File: src/rtl/mem_readout_if.sv
`default_nettype none
// ============================================================================
// mem_readout_if : output-RAM read port plus valid/ready byte stream
// Revision 1.0
// ============================================================================
interface mem_readout_if #(
   parameter int AW = 10,
   parameter int DW = 8
);
   logic [AW-1:0] ram_addr;
   logic [DW-1:0] ram_dout;
   logic [DW-1:0] data_out;
   logic          data_valid;
   logic          data_ready;

   modport master (
      output ram_addr,
      input  ram_dout,
      output data_out,
      output data_valid,
      input  data_ready
   );

   modport slave (
      input  ram_addr,
      output ram_dout,
      input  data_out,
      input  data_valid,
      output data_ready
   );
endinterface
`default_nettype wire

File: src/rtl/mem_readout.sv
`default_nettype none
// ============================================================================
// mem_readout : streams DEPTH bytes of a sync-read RAM out with a 16-bit sum
// Revision 1.0
// ============================================================================
module mem_readout #(
   parameter int DEPTH = 1024,
   parameter int AW    = 10,
   parameter int DW    = 8
) (
   input  logic                 clk,
   input  logic                 reset,
   input  logic                 start,
   mem_readout_if.master        bus,
   output logic [15:0]          checksum,
   output logic                 busy,
   output logic                 finished
);

   localparam logic [AW-1:0] C_LAST_IDX = AW'(DEPTH - 1);
   localparam logic [AW-1:0] C_ONE      = AW'(1);

   typedef enum logic [2:0] {
      ST_IDLE = 3'd0,
      ST_ADDR = 3'd1,
      ST_WAIT = 3'd2,
      ST_SEND = 3'd3,
      ST_FIN  = 3'd4
   } state_t;

   state_t        r_state;
   state_t        w_next;
   logic [AW-1:0] r_index;
   logic [AW-1:0] r_addr;
   logic [DW-1:0] r_data;
   logic          r_valid;
   logic [15:0]   r_sum;
   logic          w_accept;
   logic          w_last;
   logic [AW-1:0] w_index_inc;

   assign w_last      = (r_index == C_LAST_IDX);
   assign w_index_inc = r_index + C_ONE;

   always_ff @(posedge clk or posedge reset) begin
      if (reset) begin
         r_state <= ST_IDLE;
      end else begin
         r_state <= w_next;
      end
   end

   always_comb begin
      w_next   = r_state;
      w_accept = 1'b0;
      busy     = 1'b0;
      finished = 1'b0;
      case (r_state)
         ST_IDLE: begin
            if (start) begin
               w_next = ST_ADDR;
            end
         end
         ST_ADDR: begin
            busy   = 1'b1;
            w_next = ST_WAIT;
         end
         ST_WAIT: begin
            busy   = 1'b1;
            w_next = ST_SEND;
         end
         ST_SEND: begin
            busy = 1'b1;
            if (bus.data_ready) begin
               w_accept = 1'b1;
               w_next   = w_last ? ST_FIN : ST_ADDR;
            end
         end
         ST_FIN: begin
            finished = 1'b1;
         end
         default: begin
            w_next = ST_IDLE;
         end
      endcase
   end

   // ADDR spends one cycle so the RAM can register the address before WAIT captures.
   always_ff @(posedge clk or posedge reset) begin
      if (reset) begin
         r_index <= '0;
         r_addr  <= '0;
         r_data  <= '0;
         r_valid <= 1'b0;
         r_sum   <= '0;
      end else begin
         case (r_state)
            ST_IDLE: begin
               if (start) begin
                  r_index <= '0;
                  r_addr  <= '0;
                  r_sum   <= '0;
               end
            end
            ST_WAIT: begin
               r_data  <= bus.ram_dout;
               r_valid <= 1'b1;
            end
            ST_SEND: begin
               if (w_accept) begin
                  r_sum   <= r_sum + 16'(r_data);
                  r_valid <= 1'b0;
                  if (!w_last) begin
                     r_index <= w_index_inc;
                     r_addr  <= w_index_inc;
                  end
               end
            end
            default: begin
            end
         endcase
      end
   end

   assign bus.ram_addr   = r_addr;
   assign bus.data_out   = r_data;
   assign bus.data_valid = r_valid;
   assign checksum       = r_sum;

endmodule
`default_nettype wire

File: src/flat_wrapper.sv
// flat-port wrapper written by rule: the top's interface ports become plain ports
module mem_readout_flat 
#(
   parameter int DEPTH = 1024,
   parameter int AW    = 10,
   parameter int DW    = 8
)
  (clk, reset, start, checksum, busy, finished, bus_ram_addr, bus_ram_dout, bus_data_out, bus_data_valid, bus_data_ready);
  mem_readout_if #(.AW(AW), .DW(DW)) bus_i ();
  input  logic clk;
  input  logic reset;
  input  logic start;
  output logic [15:0] checksum;
  output logic busy;
  output logic finished;
  output wire logic [$bits(bus_i.ram_addr)-1:0] bus_ram_addr;
  input wire logic [$bits(bus_i.ram_dout)-1:0] bus_ram_dout;
  output wire logic [$bits(bus_i.data_out)-1:0] bus_data_out;
  output wire logic [$bits(bus_i.data_valid)-1:0] bus_data_valid;
  input wire logic [$bits(bus_i.data_ready)-1:0] bus_data_ready;
  assign bus_ram_addr = bus_i.ram_addr;
  assign bus_i.ram_dout = bus_ram_dout;
  assign bus_data_out = bus_i.data_out;
  assign bus_data_valid = bus_i.data_valid;
  assign bus_i.data_ready = bus_data_ready;
  mem_readout #(.DEPTH(DEPTH), .AW(AW), .DW(DW)) u_core (.clk(clk), .reset(reset), .start(start), .bus(bus_i), .checksum(checksum), .busy(busy), .finished(finished));
endmodule
File: config.mk
export PLATFORM = sky130hd
export DESIGN_NAME = mem_readout_flat
export DESIGN_NICKNAME = d
export VERILOG_FILES = /design/src/rtl/mem_readout_if.sv /design/src/rtl/mem_readout.sv /design/src/flat_wrapper.sv
export SDC_FILE = /design/constraint.sdc
export NUM_CORES = 1
export LEC_CHECK = 0
export CORE_ASPECT_RATIO = 1.5
export CORE_MARGIN = 1
export CORE_UTILIZATION = 50
export DETAILED_ROUTE_END_ITERATION = 12
export PLACE_DENSITY = 0.85
export SLEW_MARGIN = 10
export SYNTH_ARGS = -nofsm -noshare
export SYNTH_HDL_FRONTEND = slang
export SYNTH_SLANG_ARGS = --single-unit
File: constraint.sdc
create_clock -name clk -period 3 [get_ports clk]
set_input_delay 0.3 -clock clk [delete_from_list [all_inputs] [get_ports clk]]
set_output_delay 0.3 -clock clk [all_outputs]
set_load 0.01 [all_outputs]
# Word level (Yosys, flattened, before mapping)
# Index checks and enable logic that the tools add are counted.
# Widths: inputs -> output; s select.
dict set report totals {
  mem_count 0
  wordCells 42
  output_inout_bits 37
  reg_bits 38
  mem_bits_ro 0
  ram_bits 0
  latch_bits 0
}
dict set report op_classes {
  n_eq_ne 9
  n_addsub 2
  muxes 17
  div_mod_pow 0
  multipliers 0
  shift 0
  order_cmp 0
  n_reduce_logical 8
  bitwise 1
}
# operator count
set op_table {}
lappend op_table {{$mux 16} 2}
lappend op_table {{$pmux 16 s2} 1}
lappend op_table {{$mux 10} 3}
lappend op_table {{$pmux 10 s2} 1}
lappend op_table {{$add 16x8->16} 1}
lappend op_table {{$pmux 3 s5} 1}
lappend op_table {{$add 10x1->10 const B} 1}
lappend op_table {{$eq 10x10->1 const B} 1}
lappend op_table {{$mux 3} 3}
lappend op_table {{$eq 3x2->1 const B} 2}
lappend op_table {{$ne 2x2->1 const B} 3}
lappend op_table {{$reduce_and 3->1} 2}
lappend op_table {{$mux 1} 5}
lappend op_table {{$reduce_and 4->1} 1}
lappend op_table {{$reduce_bool 2->1} 2}
lappend op_table {{$eq 3x1->1 const B} 1}
lappend op_table {{$eq 3x3->1 const B} 1}
lappend op_table {{$logic_not 3->1} 1}
lappend op_table {{$reduce_or 3->1} 1}
lappend op_table {{$ne 2x1->1 const B} 1}
lappend op_table {{$pmux 1 s2} 1}
lappend op_table {{$reduce_and 2->1} 1}
lappend op_table {{$not 1->1} 1}

# Depth between registers and ports, before layout
dict set report logic_depth {
  ltp_word 4
  mapped_depth 8
  ltp_nobuf 8
}

# Worst setup path after synthesis
# OpenSTA, ideal clock, no wires.
dict set report synth_path {
  path_type {reg2reg}
  from {register u_core.r_sum[0], in the netlist u_core.checksum[0]}
  to {register u_core.r_sum[12], in the netlist u_core.checksum[12]}
  setup_slack_ns 0.805
  t_required_ns 2.934
  n_path_buf 0
  setup_ns 0.066
  arrival_ns 2.129
  stages_incl_launch_ff 9
  path_cell_list {dfrtp_1 ha_1 inv_1 fa_1 nand2b_1 a21oi_1 o21ai_0 or4_1 nand2_1}
}
dict set report synth_between {
  elab_chain_len 3
}
# item line
set synth_rtl {}
lappend synth_rtl {{from (decl)} mem_readout.sv:37} ;# logic [15:0] r_sum;
lappend synth_rtl {{from (signal assigned)} mem_readout.sv:111} ;# r_sum <= r_sum + 16'(r_data);
lappend synth_rtl {{$add 16x8->16} mem_readout.sv:111}
lappend synth_rtl {{$mux 16} mem_readout.sv:110} ;# if (w_accept) begin
lappend synth_rtl {{$pmux 16 s2} mem_readout.sv:97} ;# case (r_state)
# Every way passes these cells. The select of a mux whose other input is x is not followed.
# A chain may end at the register's enable or synchronous reset.

# Final worst setup path
# Same ends and word-level chain as after synthesis.

==> results.toml <==
[global_route]
track_usage = 0.262
grt_pass1_vias = 1754
grt_max_degree = 27
antenna_found_initial = 0
grt_pass1_wl_mm = 8.31
grt_remaining_overflow = 0

[clocking]
post_cts_buffers = 0
clk_path_buf_depth = 2
cts_hold_buf = 0
clock-root-buffer = "clkbuf_8"
h-tree-depth = 2
clk_latency_ps = 290
cts-buffers-inserted = 5
cts.clk_slew.worst_paths_ps = 80
cts.sinks = 38
cts_tree = "done"
cts_resized = 0

[logic_synthesis]
seq_area_frac_synth = 0.458
synth-edff-count = 0
synthArstFlopShare = 1.00
synthCells = 210
ys_warn_count = 0
yosysMostFrequentCell = "dfrtp_1"
syn_avg_cell_area_um2 = 9.88
yosys-top-cells-area = "dfrtp_1 46%, ha_1 5.4%, o21ai_0 4.1%"
synth_common_cells = "38 x dfrtp_1, 22 x nand2_1, 17 x nor2_1, 17 x o21ai_0, 12 x a21oi_1"
synth_nets = 232
yosys.cell_types.count = 44
synth-main-ff-cell = "dfrtp_1"
yosys_register_bits = 38
syn_area_um2 = 2070
yosysTopAreaCell = "dfrtp_1"
synth_top_area_frac = 0.458

[detailed_routing]
drt-initial-drc-count = 64
drc = 0
antenna_left = 0
vias = 1806
routed_via_density = 5.83
wl_per_cell_um = 15.5
first_pass_iters = 4
drt_wl_total_mm = 4.80

[worst_setup_path]
cpMaxStageDelayCell = "or4_1"
cp_top_family = "simple AND/OR/NAND/NOR gates"
reg2reg_to = "u_core.checksum[12]$_DFFE_PP0P_"
cp_cell_sequence = "ha_1 -> inv_1 -> fa_1 -> nand2b_1 -> a21oi_1 -> o21ai_0 -> or4_1 -> nand2_1"
startpoint_type = "flip-flop"
crit_required_ps = 3240
critPathCaptureType = "flip-flop"
r2r_cells = 8
r2r_start = "u_core.checksum[0]$_DFFE_PP0P_"
path_buf_inv = 1
crit_arrival_ps = 2750
worstPathMaxFanout = 6
critPathMaxStageDelay_ps = 550
criticalPathCategory = "reg2reg"
r2r_setup_slack_ps = 490

[final_layout]
fill_cells = 323
ff_latch_area_um2 = 951
multiInputGateArea_um2 = 1060
n_antenna_cell = 0
drive_above_1_share = 0.0906
area_growth_syn_to_layout_pct = 30.2
nNetsFinal = 286

[die]
die_y_um = 80.9
core_um2 = 3960
die_w_um = 54.6
std_cell_rows = 28
die-area_um2 = 4420
start_util = 0.524
io_pins = 49

[sta]
slew_violations = 0
rsz0062_at_grt = "no"
period_needed_ps = 2510
fin_skew_ps = 8.04
finalHoldViolCount = 0
worst_hold_slack_ps = 335
min_period_over_period = 0.838
finalSetupViolCount = 0
maxSlewHeadroom = 0.523
worst_slew_pin_slew_ps = 708
timing.fmax_mhz = 398
finalSetupTns_ps = 0

[run]
maxCapViolCount = 0

[place]
port-buffer-count = 48
hpwl_mm = 3.43
globalplace.congestion = 0.850

[power_and_ir_drop]
clkPwrFrac = 0.136
p_seq_frac = 0.322
p_leak_nw = 1.16
switching_power_mw = 1.09
vdd_drop_max_v = 0.000708
internal_power_mw = 1.60
combPwrFrac = 0.542
powerDensity_nw_per_um2 = 997
p_sw_frac = 0.404

[worst_hold_path]
hold_path_class = "in2async"

[outcome]
outcome = "completed"
==> logic make-up after synthesis <==
group | share of synthesized area
xor+xnor | 0.0296
compound gates | 0.152
fa+ha+maj | 0.0639
mux | 0.0525
buf+inv | 0.0283
flops | 0.458
simple gates | 0.215
==> layer usage <==
layer / GRT usage / vias to the layer above / part of all wire
li1: - / 877 / -
met1: 0.328 / 870 / 0.43
met2: 0.435 / 52 / 0.51
met3: 0.0337 / 7 / 0.039
met4: 0.118 / 0 / 0.015
met5: 0 / - / 0
==> worst max-delay path by stage <==
stage                                             startpoint                               to  cells past startpoint
after floorplan               u_core.checksum[0]$_DFFE_PP0P_  u_core.checksum[12]$_DFFE_PP0P_                      8
after global placement                        bus_data_ready  u_core.checksum[12]$_DFFE_PP0P_                      6
after detailed placement  u_core.bus.data_out[0]$_DFFE_PP0P_  u_core.checksum[12]$_DFFE_PP0P_                      8
after CTS                     u_core.checksum[0]$_DFFE_PP0P_  u_core.checksum[12]$_DFFE_PP0P_                      8
after global routing          u_core.checksum[0]$_DFFE_PP0P_  u_core.checksum[12]$_DFFE_PP0P_                      8
final                         u_core.checksum[0]$_DFFE_PP0P_  u_core.checksum[12]$_DFFE_PP0P_                      8
==> metrics by stage <==
| stage | cells | worst slack [ps] | instance area (µm²) | utilization | power (mW) |
|---|---|---|---|---|---|
| floorplan | 210 | 805 | 2070 | - | 1.76 |
| detailed placement | 302 | 530 | 2610 | 0.659 | 2.31 |
| global placement | 302 | 565 | 2610 | 0.659 | 2.26 |
| global route | 310 | 353 | 2700 | 0.682 | 2.91 |
| finish | 310 | 487 | 2700 | 0.682 | 2.69 |
| CTS | 310 | 500 | 2700 | 0.682 | 2.70 |
==> cell usage in the layout (no fill, tap or decap), types with 6 or more instances in the layout <==
cell / netlist / final
a21oi_1: 12 / 12
nand2_1: 22 / 22
o21ai_0: 17 / 17
xor2_1: 6 / 6
ha_1: 9 / 9
clkbuf_8: 0 / 6
clkdlybuf4s50_1: 0 / 48
nand3_1: 11 / 11
mux2_2: 7 / 7
nor2_1: 17 / 17
dfrtp_1: 38 / 38
==> power groups by stage <==
stage          combinational (mW)  clock (mW)  sequential, mW
2_1_floorplan               0.856           0           0.900
3_3_place_gp                 1.40           0           0.861
3_5_place_dp                 1.44           0           0.873
4_1_cts                      1.46       0.372           0.869
5_1_grt                      1.62       0.394           0.903
6_report                     1.46       0.365           0.867
==> flip-flops by register name, summed over array words and instances, names as in the netlist <==
register,count
u_core.bus.data_valid,1
u_core.bus.data_out,8
u_core.r_state,3
u_core.checksum,16
u_core.r_index,10
==> layout make-up <==
type,instances,area share
multi-input cells,161,0.394
clock inverters,1,0.00185
well taps,45,0.0209
repair buffers,53,0.192
inverters,5,0.00695
clock buffers,7,0.0320
flip-flops and latches,38,0.352
Note: power is estimated with default switching activity, not from simulation.
